**config.mk**
```make
export PLATFORM = sky130hd
export DESIGN_NAME = ssd_scan_decoder
export DESIGN_NICKNAME = d
export VERILOG_FILES = /design/src/rtl/ssd_scan_decoder.sv
export SDC_FILE = /design/constraint.sdc
export NUM_CORES = 1
export LEC_CHECK = 0
export BUFFER_PORTS_ARGS = -buffer_cell sky130_fd_sc_hd__buf_4
export CORE_MARGIN = 2
export CORE_UTILIZATION = 24
export DETAILED_ROUTE_END_ITERATION = 8
export GPL_TIMING_DRIVEN = 0
export HOLD_SLACK_MARGIN = 0.06
export SLEW_MARGIN = 20
export SYNTH_ARGS = -nofsm -noshare
export SYNTH_HDL_FRONTEND = slang
export SYNTH_SLANG_ARGS = --single-unit
```
**constraint.sdc**
```tcl
create_clock -name clk -period 5.5 [get_ports clk]
set_clock_uncertainty 0.1 [all_clocks]
set_input_delay 0.275 -clock clk [delete_from_list [all_inputs] [get_ports clk]]
set_output_delay 0.275 -clock clk [all_outputs]
set_load 0.1 [all_outputs]
```
**src/rtl/ssd_scan_decoder.sv**
```systemverilog
// Seven-segment scan monitor: rebuilds the 16-bit value shown on a multiplexed display.
// Define SSD_SCAN_CONFIRM_EN to publish only frames that repeat the previous frame.
module ssd_scan_decoder #(
    parameter int SETTLE = 4,
    parameter int TO_W   = 20
) (
    input  logic        clk,
    input  logic        rest,
    input  logic [3:0]  Anode,
    input  logic [6:0]  LED_out,
    output logic [15:0] value,
    output logic        value_valid,
    output logic        digit_err,
    output logic        blank
);
    localparam logic [3:0]      CNT_HIT = 4'(SETTLE - 1);
    localparam logic [TO_W-1:0] TO_MAX  = {TO_W{1'b1}};
    localparam logic [TO_W-1:0] TO_ONE  = {{(TO_W-1){1'b0}}, 1'b1};

    logic [3:0]      r_an;
    logic [3:0]      r_an_d;
    logic [6:0]      r_seg;
    logic [6:0]      r_seg_d;
    logic [3:0]      r_cnt;
    logic [3:0]      r_mask;
    logic [3:0]      r_serr;
    logic [15:0]     r_slot;
    logic [TO_W-1:0] r_to;
    logic [15:0]     r_value;
    logic            r_vv;
    logic            r_err;

    logic            w_valid;
    logic [1:0]      w_idx;
    logic [3:0]      w_nib;
    logic            w_bad;
    logic            w_same;
    logic            w_cap;
    logic            w_full;
    logic            w_tmo;
    logic            w_pub;
    logic            w_any_err;
    logic [3:0]      w_bit;
    logic [3:0]      w_mask_nx;
    logic [3:0]      w_serr_nx;

    always_comb begin
        w_valid = 1'b1;
        w_idx   = 2'd0;
        case (r_an)
            4'b1110: w_idx = 2'd0;
            4'b1101: w_idx = 2'd1;
            4'b1011: w_idx = 2'd2;
            4'b0111: w_idx = 2'd3;
            default: w_valid = 1'b0;
        endcase
    end

    always_comb begin
        w_nib = 4'h0;
        w_bad = 1'b0;
        case (r_seg)
            7'b0000001: w_nib = 4'h0;
            7'b1001111: w_nib = 4'h1;
            7'b0010010: w_nib = 4'h2;
            7'b0000110: w_nib = 4'h3;
            7'b1001100: w_nib = 4'h4;
            7'b0100100: w_nib = 4'h5;
            7'b0100000: w_nib = 4'h6;
            7'b0001111: w_nib = 4'h7;
            7'b0000000: w_nib = 4'h8;
            7'b0000100: w_nib = 4'h9;
            7'b0001000: w_nib = 4'hA;
            7'b1100000: w_nib = 4'hB;
            7'b0110001: w_nib = 4'hC;
            7'b1000010: w_nib = 4'hD;
            7'b0110000: w_nib = 4'hE;
            7'b0111000: w_nib = 4'hF;
            default:    w_bad = 1'b1;
        endcase
    end

    // Capture exactly once per visit: only when the run length steps onto SETTLE.
    assign w_same    = (r_an == r_an_d) && (r_seg == r_seg_d);
    assign w_cap     = w_valid && w_same && (r_cnt == CNT_HIT);
    assign w_full    = (r_mask == 4'hF);
    assign w_tmo     = (r_to == TO_MAX);
    assign w_any_err = |r_serr;
    assign w_bit     = 4'b0001 << w_idx;

    always_comb begin
        w_mask_nx = r_mask;
        w_serr_nx = r_serr;
        if (w_full || (w_tmo && !w_cap)) begin
            w_mask_nx = 4'h0;
            w_serr_nx = 4'h0;
        end
        if (w_cap) begin
            w_mask_nx = w_mask_nx | w_bit;
            w_serr_nx = w_bad ? (w_serr_nx | w_bit) : (w_serr_nx & ~w_bit);
        end
    end

`ifdef SSD_SCAN_CONFIRM_EN
    logic [16:0] r_cmp;
    logic        r_cmp_v;

    assign w_pub = w_full && r_cmp_v && (r_cmp == {w_any_err, r_slot});

    always_ff @(posedge clk) begin
        if (rest) begin
            r_cmp   <= '0;
            r_cmp_v <= 1'b0;
        end else if (w_full) begin
            r_cmp   <= {w_any_err, r_slot};
            r_cmp_v <= 1'b1;
        end else if (w_tmo && !w_cap) begin
            r_cmp   <= '0;
            r_cmp_v <= 1'b0;
        end
    end
`else
    assign w_pub = w_full;
`endif

    always_ff @(posedge clk) begin
        if (rest) begin
            r_an    <= '0;
            r_an_d  <= '0;
            r_seg   <= '0;
            r_seg_d <= '0;
            r_cnt   <= '0;
            r_mask  <= '0;
            r_serr  <= '0;
            r_slot  <= '0;
            r_to    <= '0;
            r_value <= '0;
            r_vv    <= 1'b0;
            r_err   <= 1'b0;
        end else begin
            r_an    <= Anode;
            r_seg   <= LED_out;
            r_an_d  <= r_an;
            r_seg_d <= r_seg;
            if (!w_valid)
                r_cnt <= 4'd0;
            else if (!w_same)
                r_cnt <= 4'd1;
            else if (r_cnt != 4'hF)
                r_cnt <= r_cnt + 4'd1;
            r_mask <= w_mask_nx;
            r_serr <= w_serr_nx;
            if (w_cap)
                r_slot[{w_idx, 2'b00} +: 4] <= w_nib;
            if (w_cap)
                r_to <= '0;
            else if (!w_tmo)
                r_to <= r_to + TO_ONE;
            r_vv <= w_pub;
            if (w_pub) begin
                r_value <= r_slot;
                r_err   <= w_any_err;
            end
        end
    end

    assign value       = r_value;
    assign value_valid = r_vv;
    assign digit_err   = r_err;
    assign blank       = w_tmo;
endmodule
```
==> results of run 1 <==
## flip-flops by register name (all words and copies together), names as in the netlist
signal,cells
r_slot,16
value_valid,1
value,16
digit_err,1
r_an,4
r_cnt,4
r_an_d,4
r_serr,4
r_to,20
r_seg_d,7
r_seg,7
r_mask,4
## per-layer routing
layer  vias up  track usage (%)
met5         -                0
met4         0             4.80
met3        14             2.02
met2        59             16.0
met1      1616             14.9
li1       1797                -
## critical path, delay by kind of cell, from the launching register on
kind                       cells  cell delay [ps]
DFF                            1              440
AOI/OAI and AO/OA              1              160
adders and majority gates      1              430
xor gates and xnor gates       1              170
and+or+nand+nor                3             1210
## timing repair
action	4_1_cts	5_1_grt
hold buffers	8	0
endpoints found under the hold margin	8	0
endpoints found under the setup margin	0	0
resized for setup	0	0
## worst paths after layout
path / from / endpoint / slack, ps / depth (start not counted)
setup / recovery: r_an[1] / r_slot[2] / 2940 / 6
hold / removal: Anode[1] / r_an[1] / 60 / 2
setup reg to reg: r_an[1] / r_slot[2] / 2940 / 6
hold reg to reg: r_slot[8] / value[8] / 350 / 2
## Yosys cell counts, types with 3 or more instances
| master | number | area [um^2] |
|---|---|---|
| xnor2_1 | 20 | 175 |
| or4_1 | 3 | 22.5 |
| nor3_1 | 13 | 65.1 |
| nand4b_1 | 3 | 26.3 |
| inv_1 | 9 | 33.8 |
| o21ai_0 | 5 | 25.0 |
| buf_2 | 4 | 20.0 |
| nor3b_1 | 6 | 45.0 |
| dfxtp_1 | 88 | 1760 |
| xor2_1 | 3 | 26.3 |
| nand4_1 | 17 | 106 |
| nor2b_1 | 24 | 150 |
| and3b_1 | 3 | 26.3 |
| and2_1 | 5 | 31.3 |
| a31oi_1 | 5 | 31.3 |
| o2bb2ai_1 | 12 | 105 |
| and3_1 | 3 | 18.8 |
| o32ai_1 | 3 | 26.3 |
| or3_1 | 6 | 37.5 |
| ha_1 | 9 | 113 |
| o31ai_1 | 7 | 52.6 |
| nor2_1 | 35 | 131 |
| a211oi_1 | 3 | 22.5 |
| nand3_1 | 23 | 115 |
| nand2_1 | 58 | 218 |
| nor4_1 | 7 | 43.8 |
| mux2i_1 | 7 | 70.1 |
| nor4b_1 | 3 | 26.3 |
| a21oi_1 | 32 | 160 |
| clkbuf_1 | 18 | 67.6 |
| buf_6 | 5 | 56.3 |
| and4_1 | 3 | 26.3 |
## placed cells by master (no fill, tap or decap), types with 6 or more instances in the layout
master and n:
dfxtp_1 88, nand2_1 58, nor2_1 35, a21oi_1 32, buf_4 31, nor2b_1 24, nand3_1 23, xnor2_1 20
clkbuf_1 18, nand4_1 17, nor3_1 13, o2bb2ai_1 12, inv_1 9, ha_1 9, clkbuf_16 9, dlygate4sd3_1 8
mux2i_1 7, o31ai_1 7, nor4_1 7, or3_1 6, nor3b_1 6
## layout make-up
| cell class | instances | area, um^2 |
|---|---|---|
| buffer | 29 | 155 |
| clock buffer | 9 | 225 |
| clock inverter | 6 | 43.8 |
| fill | 1888 | 12100 |
| inverter | 9 | 33.8 |
| multi-input combinational | 349 | 2190 |
| sequential | 88 | 1760 |
| tap | 225 | 282 |
| timing repair buffer | 38 | 305 |
## power groups by stage
stage                     registers (mW)  clock network [mW]  logic, mW
after floorplan                    0.668                   0     0.0646
after global placement             0.669                   0     0.0879
after detailed placement           0.669                   0     0.0882
after CTS                          0.655               0.585     0.0931
after global routing               0.656               0.611      0.103
final                              0.655               0.569     0.0929
## per-stage QoR
stage | std cells | area, um^2 | hold slack [ps]
floorplan | 475 | 4140 | 303
global placement | 730 | 4650 | 347
detailed placement | 730 | 4650 | 349
CTS | 753 | 5000 | 60.7
global route | 753 | 5000 | 64.1
finish | 753 | 5000 | 62.8
## kinds of logic after synthesis
kind of cell,count (synthesis)
compound gates,83
flops,88
simple gates,224
xor+xnor,26
buf+inv,38
fa+ha+maj,9
mux,7
==> metrics.yaml, run 1 <==
placement:
  gp_congestion: 0.862
  port_buffers: 30
  dp_hpwl_um: 6730
  dp_slack_ps: 3070
floorplan:
  die_width_um: 135
  die-area_mm2: 0.0183
  start_util_pct: 24.3
  rows: 48
  core_region_area_mm2: 0.0171
  io-pin-count: 32
  die_y_um: 135
detailed_routing:
  drt_first_pass_iters: 4
  drt_iter0_markers: 149
  wl_met2_um: 4200
  ant_nets: 0
  drcViolationCount: 0
  wl_met1_um: 4750
  wl_met3_um: 358
  wl_um: 9470
  wl_per_cell_um: 12.6
  routed.top_layer: "met4"
  vias_per_cell: 4.63
  vias: 3486
yosys:
  synth_area_per_cell_um2: 8.72
  synth_top_family_by_area: "simple AND/OR/NAND/NOR gates"
  synth_xor_area_share_pct: 6.31
  synthAdderAreaFrac_pct: 2.72
  synthesis.nets: 497
  synth_cells: 475
  synth_mux_area_share_pct: 1.69
  ys.flop_type: "dfxtp_1"
  ys_seq_area_share_pct: 42.5
  synth_edf_count: 0
  synth_warnings: 0
  synthArstFlopShare_pct: 0
  syn_area_mm2: 0.00414
  synth_compound_area_share_pct: 13.5
  ys_ff_latch: 88
  synthSimpleGateAreaFrac_pct: 28.7
  synth_cell_type_count: 59
layout:
  syn_to_final_growth_pct: 20.7
  antenna_cells: 0
  final_util_pct: 29.3
  final_nets: 546
  drive_gt1_share_pct: 12.1
global_route:
  grt_usage_pct: 10.7
  grt_max_degree: 16
  antenna_found_initial: 0
  grt_pass1_vias: 3266
  grt_pass1_wl_um: 15800
  overflow: 0
pwr:
  power.leakage_nw: 1.76
  finalPower_mw: 1.32
  pwr-share-comb_pct: 7.1
  p_seq_share_pct: 49.7
  pwr-share-clk_pct: 43.2
  peakVddDrop_v: 0.000120
  p_per_area_mw_per_mm2: 264
  netSwitchingPower_mw: 0.324
  p_sw_share_pct: 24.6
  internal_power_mw: 0.993
critical_path:
  slowest_delay_ps: 530
  path_cells: "xor2_1, nand3_1, ha_1, nor4_1, nor4b_1, a31o_1"
  crit_type: "reg2reg"
  cp.arrival_ps: 2750
  crit_slowest_cell: "nor4_1"
  critPathCaptureType: "register"
  crit_path_start_kind: "register"
  cp_max_fo: 6
  required_ps: 5690
timing:
  max-slew-margin-rel_pct: 42.6
  hold_violations: 0
  fin_crit_sh_pct: 46.5
  min_period_ps: 2560
  fmax_mhz: 391
  rsz0062_at_grt: "no"
  fin_tns_setup_ps: 0
  setup_viol: 0
  slew_viol_final: 0
  fin_ws_ps: 2940
  worst_pin_slew_ps: 851
cts:
  cts_setup_buffers: 0
  root_buffer: "clkbuf_16"
  clk_latency_ps: 350
  htreeDepth: 3
  cts_made_buffers: 9
  cts_tree: "yes"
  clockBufferDepth: 2
  clk_pin_slew_ps: 60
  cts_sinks: 88
run_status:
  status: "completed"
run:
  cap_viol_max_count: 0
min_path:
  holdCritPathClass: "in2reg"
Note: power is estimated with default switching activity, not from simulation.
==> inputs of run 2 (changes only) <==
==> constraint.sdc (replaced) <==
create_clock -name clk -period 2.2 [get_ports clk]
set_clock_uncertainty 0.1 [all_clocks]
set_input_delay 0.11 -clock clk [delete_from_list [all_inputs] [get_ports clk]]
set_output_delay 0.11 -clock clk [all_outputs]
set_load 0.1 [all_outputs]
==> run 2 against run 1 <==
  * Non-clock buffer count rose by 13
  * Die area unchanged
  * Final cell count grew 1.9%
  * Worst hold slack better by 290 ps
  * Maximum frequency is 17% higher
  * Worst setup slack lost 2900 ps
  * Design area rose by 7.4%
  * Sequential share of layout area fell by 2.2 points
  * Register-to-register slack got worse by 2900 ps
  * Sequential power increased to 2.5 times the previous value
  * Largest power group unchanged
==> metrics.yaml, run 2 (synthesis gave the netlist of run 1 again) <==
critical_path:
  critPathCaptureType: "register"  # unchanged
  worstSetupStartpoint: "r_an[3]"  # was r_an[1]
  crit_slowest_cell: "or4_4"  # was nor4_1
  r2r-end: "r_slot[13]"  # was r_slot[2]
  reg2reg_slack_ps: 20  # was 2940 ps
  slowest_delay_ps: 570  # was 530 ps
  regToRegStartpoint: "r_an[3]"  # was r_an[1]
  r2r_cells: 7  # was 6
  path_cells: "buf_6, xor2_2, nand3_4, ha_4, nand3b_1, or4_4, o2bb2ai_2"  # was xor2_1, nand3_1, ha_1, nor4_1, nor4b_1, a31o_1
  cp.arrival_ps: 2360  # was 2750 ps
  crit_path_start_kind: "register"  # unchanged
  required_ps: 2380  # was 5690 ps
  cp_max_fo: 6  # unchanged
  crit_type: "reg2reg"  # unchanged
  critPathCapture: "r_slot[13]"  # was r_slot[2]
cts:
  cts_tree: "yes"  # unchanged
  htreeDepth: 3  # unchanged
  cts_sinks: 88  # unchanged
  cts_made_buffers: 9  # unchanged
  clk_latency_ps: 340  # was 350 ps
  root_buffer: "clkbuf_16"  # unchanged
  clockBufferDepth: 2  # unchanged
  clk_pin_slew_ps: 70  # was 60 ps
run_status:
  status: "completed"  # unchanged
pwr:
  internal_power_mw: 2.54  # was 0.993 mW
  p_per_area_mw_per_mm2: 626  # was 264 mW/mm^2
  p_sw_share_pct: 24.4  # was 24.6%
  pwr-share-comb_pct: 8.2  # was 7.1%
  finalPower_mw: 3.36  # was 1.32 mW
  p_seq_share_pct: 48.8  # was 49.7%
  netSwitchingPower_mw: 0.821  # was 0.324 mW
  power.leakage_nw: 1.90  # was 1.76 nW
  peakVddDrop_v: 0.000348  # was 0.000120 V
  pwr-share-clk_pct: 43.0  # was 43.2%
timing:
  slew_viol_final: 0  # unchanged
  setup_viol: 0  # unchanged
  hold_violations: 0  # unchanged
  max-slew-margin-rel_pct: 60.6  # was 42.6%
  fmax_mhz: 458  # was 391 MHz
  fin_crit_sh_pct: 99.2  # was 46.5%
  min_period_ps: 2180  # was 2560 ps
  worst_pin_slew_ps: 591  # was 851 ps
floorplan:
  die_width_um: 135  # unchanged
  start_util_pct: 24.3  # unchanged
  io-pin-count: 32  # unchanged
  core_region_area_mm2: 0.0171  # unchanged
  rows: 48  # unchanged
  die_y_um: 135  # unchanged
  die-area_mm2: 0.0183  # unchanged
placement:
  gp_congestion: 0.819  # was 0.862
  placedInstanceArea_mm2: 0.00466  # was 0.00465 mm^2
  port_buffers: 30  # unchanged
  dp_hpwl_um: 6760  # was 6730 um
layout:
  antenna_cells: 0  # unchanged
  syn_to_final_growth_pct: 29.6  # was 20.7%
  largest_reg_flops: 20  # unchanged
  layout.cells.most_common_list: "dfxtp_1 (83), nand2_1 (58), buf_4 (41), nor2_1 (35), a21oi_1 (31)"  # was dfxtp_1 (88), nand2_1 (58), nor2_1 (35), a21oi_1 (32), buf_4 (31)
  final_nets: 559  # was 546
  top_register: "r_to"  # unchanged
  drive_gt1_share_pct: 20.1  # was 12.1%
  final_area_mm2: 0.00537  # was 0.00500 mm^2
  final_common_cell: "dfxtp_1"  # unchanged
global_route:
  grt_usage_pct: 10.6  # was 10.7%
  grt_pass1_wl_um: 15700  # was 15800 um
  grt_pass1_vias: 3168  # was 3266
  overflow: 0  # unchanged
  antenna_found_initial: 0  # unchanged
  grt_max_degree: 16  # unchanged
detailed_routing:
  vias: 3577  # was 3486
  drcViolationCount: 0  # unchanged
  drt_iter0_markers: 218  # was 149
  drt_first_pass_iters: 4  # unchanged
  wl_per_cell_um: 12.6  # about the same
  wl_um: 9690  # was 9470 um
  vias_per_cell: 4.66  # was 4.63
  ant_nets: 0  # unchanged
min_path:
  holdCritPathClass: "reg2reg"  # was in2reg
run:
  cap_viol_max_count: 0  # unchanged
## run 2: cell count changes in the layout (fill, tap and decap cells not counted), moves of 3 or more
cell           delta
buf_4            +10
clkbuf_2          +5
dfxtp_1           -5
clkbuf_1          -4
dfxtp_2           +3
dlygate4sd3_1     +3
nor3_1            -3
o2bb2ai_1         -3
o2bb2ai_2         +3
## run 2: worst min path at each step
stage,startpoint,endpoint,slack [ps],cells after the start
floorplan,Anode[0],r_an[0],140,1
global placement,LED_out[0],r_seg[0],220,2
detailed placement,LED_out[4],r_seg[4],220,2
CTS,rest,r_slot[0],330,4
global route,value[15],value[15],370,2
finish,value[15],value[15],350,2
## run 2: per-layer routing
layer  vias up  global-route usage [%]  share of wire (%)
met4         0                    3.13                1.7
li1       1821                       -                  -
met1      1682                    14.9                 50
met2        62                    16.2                 45
met3        12                    2.58                3.2
met5         -                       0                  0
## run 2: power groups by stage
stage	clock network [mW]	logic, mW	registers [mW]
global route	1.55	0.302	1.64
floorplan	0	0.161	1.67
finish	1.45	0.276	1.64
CTS	1.50	0.244	1.64
detailed placement	0	0.220	1.67
global placement	0	0.220	1.67
## run 2: worst max-delay path: cells and delay by family (launching register included)
family	cells	cell delay, ps
adders and majority gates	1	270
buffers and inverters	1	150
DFF	1	320
AOI/OAI and AO/OA	1	140
and+or+nand+nor	3	910
xor gates and xnor gates	1	200
## run 2: stage by stage
stage	hold WS, ps	std cells	utilization, %	setup slack (ps)	setup TNS [ps]
floorplan	138	475	-	66.9	0
global placement	223	730	27.3	-335	-5490
detailed placement	224	730	27.3	-303	-5280
CTS	327	757	30.1	17.9	0
global route	371	767	31.5	-66.3	-279
finish	354	767	31.5	18.3	0
## run 2: layout make-up
cell class	instances	area, um^2
inverter	9	38.8
timing repair buffer	51	410
multi-input combinational	349	2420
tap	225	282
clock inverter	5	40.0
clock buffer	11	243
sequential	88	1770
buffer	29	161
fill	1829	11700
## run 2: repair_timing
action | in CTS | in global routing
cloned | 0 | 0
setup endpoints to repair | 44 | 38
hold buffers | 11 | 0
gates resized for setup | 16 | 41
setup buffers | 0 | 10
pin swaps | 0 | 11
hold endpoints to repair | 11 | 0
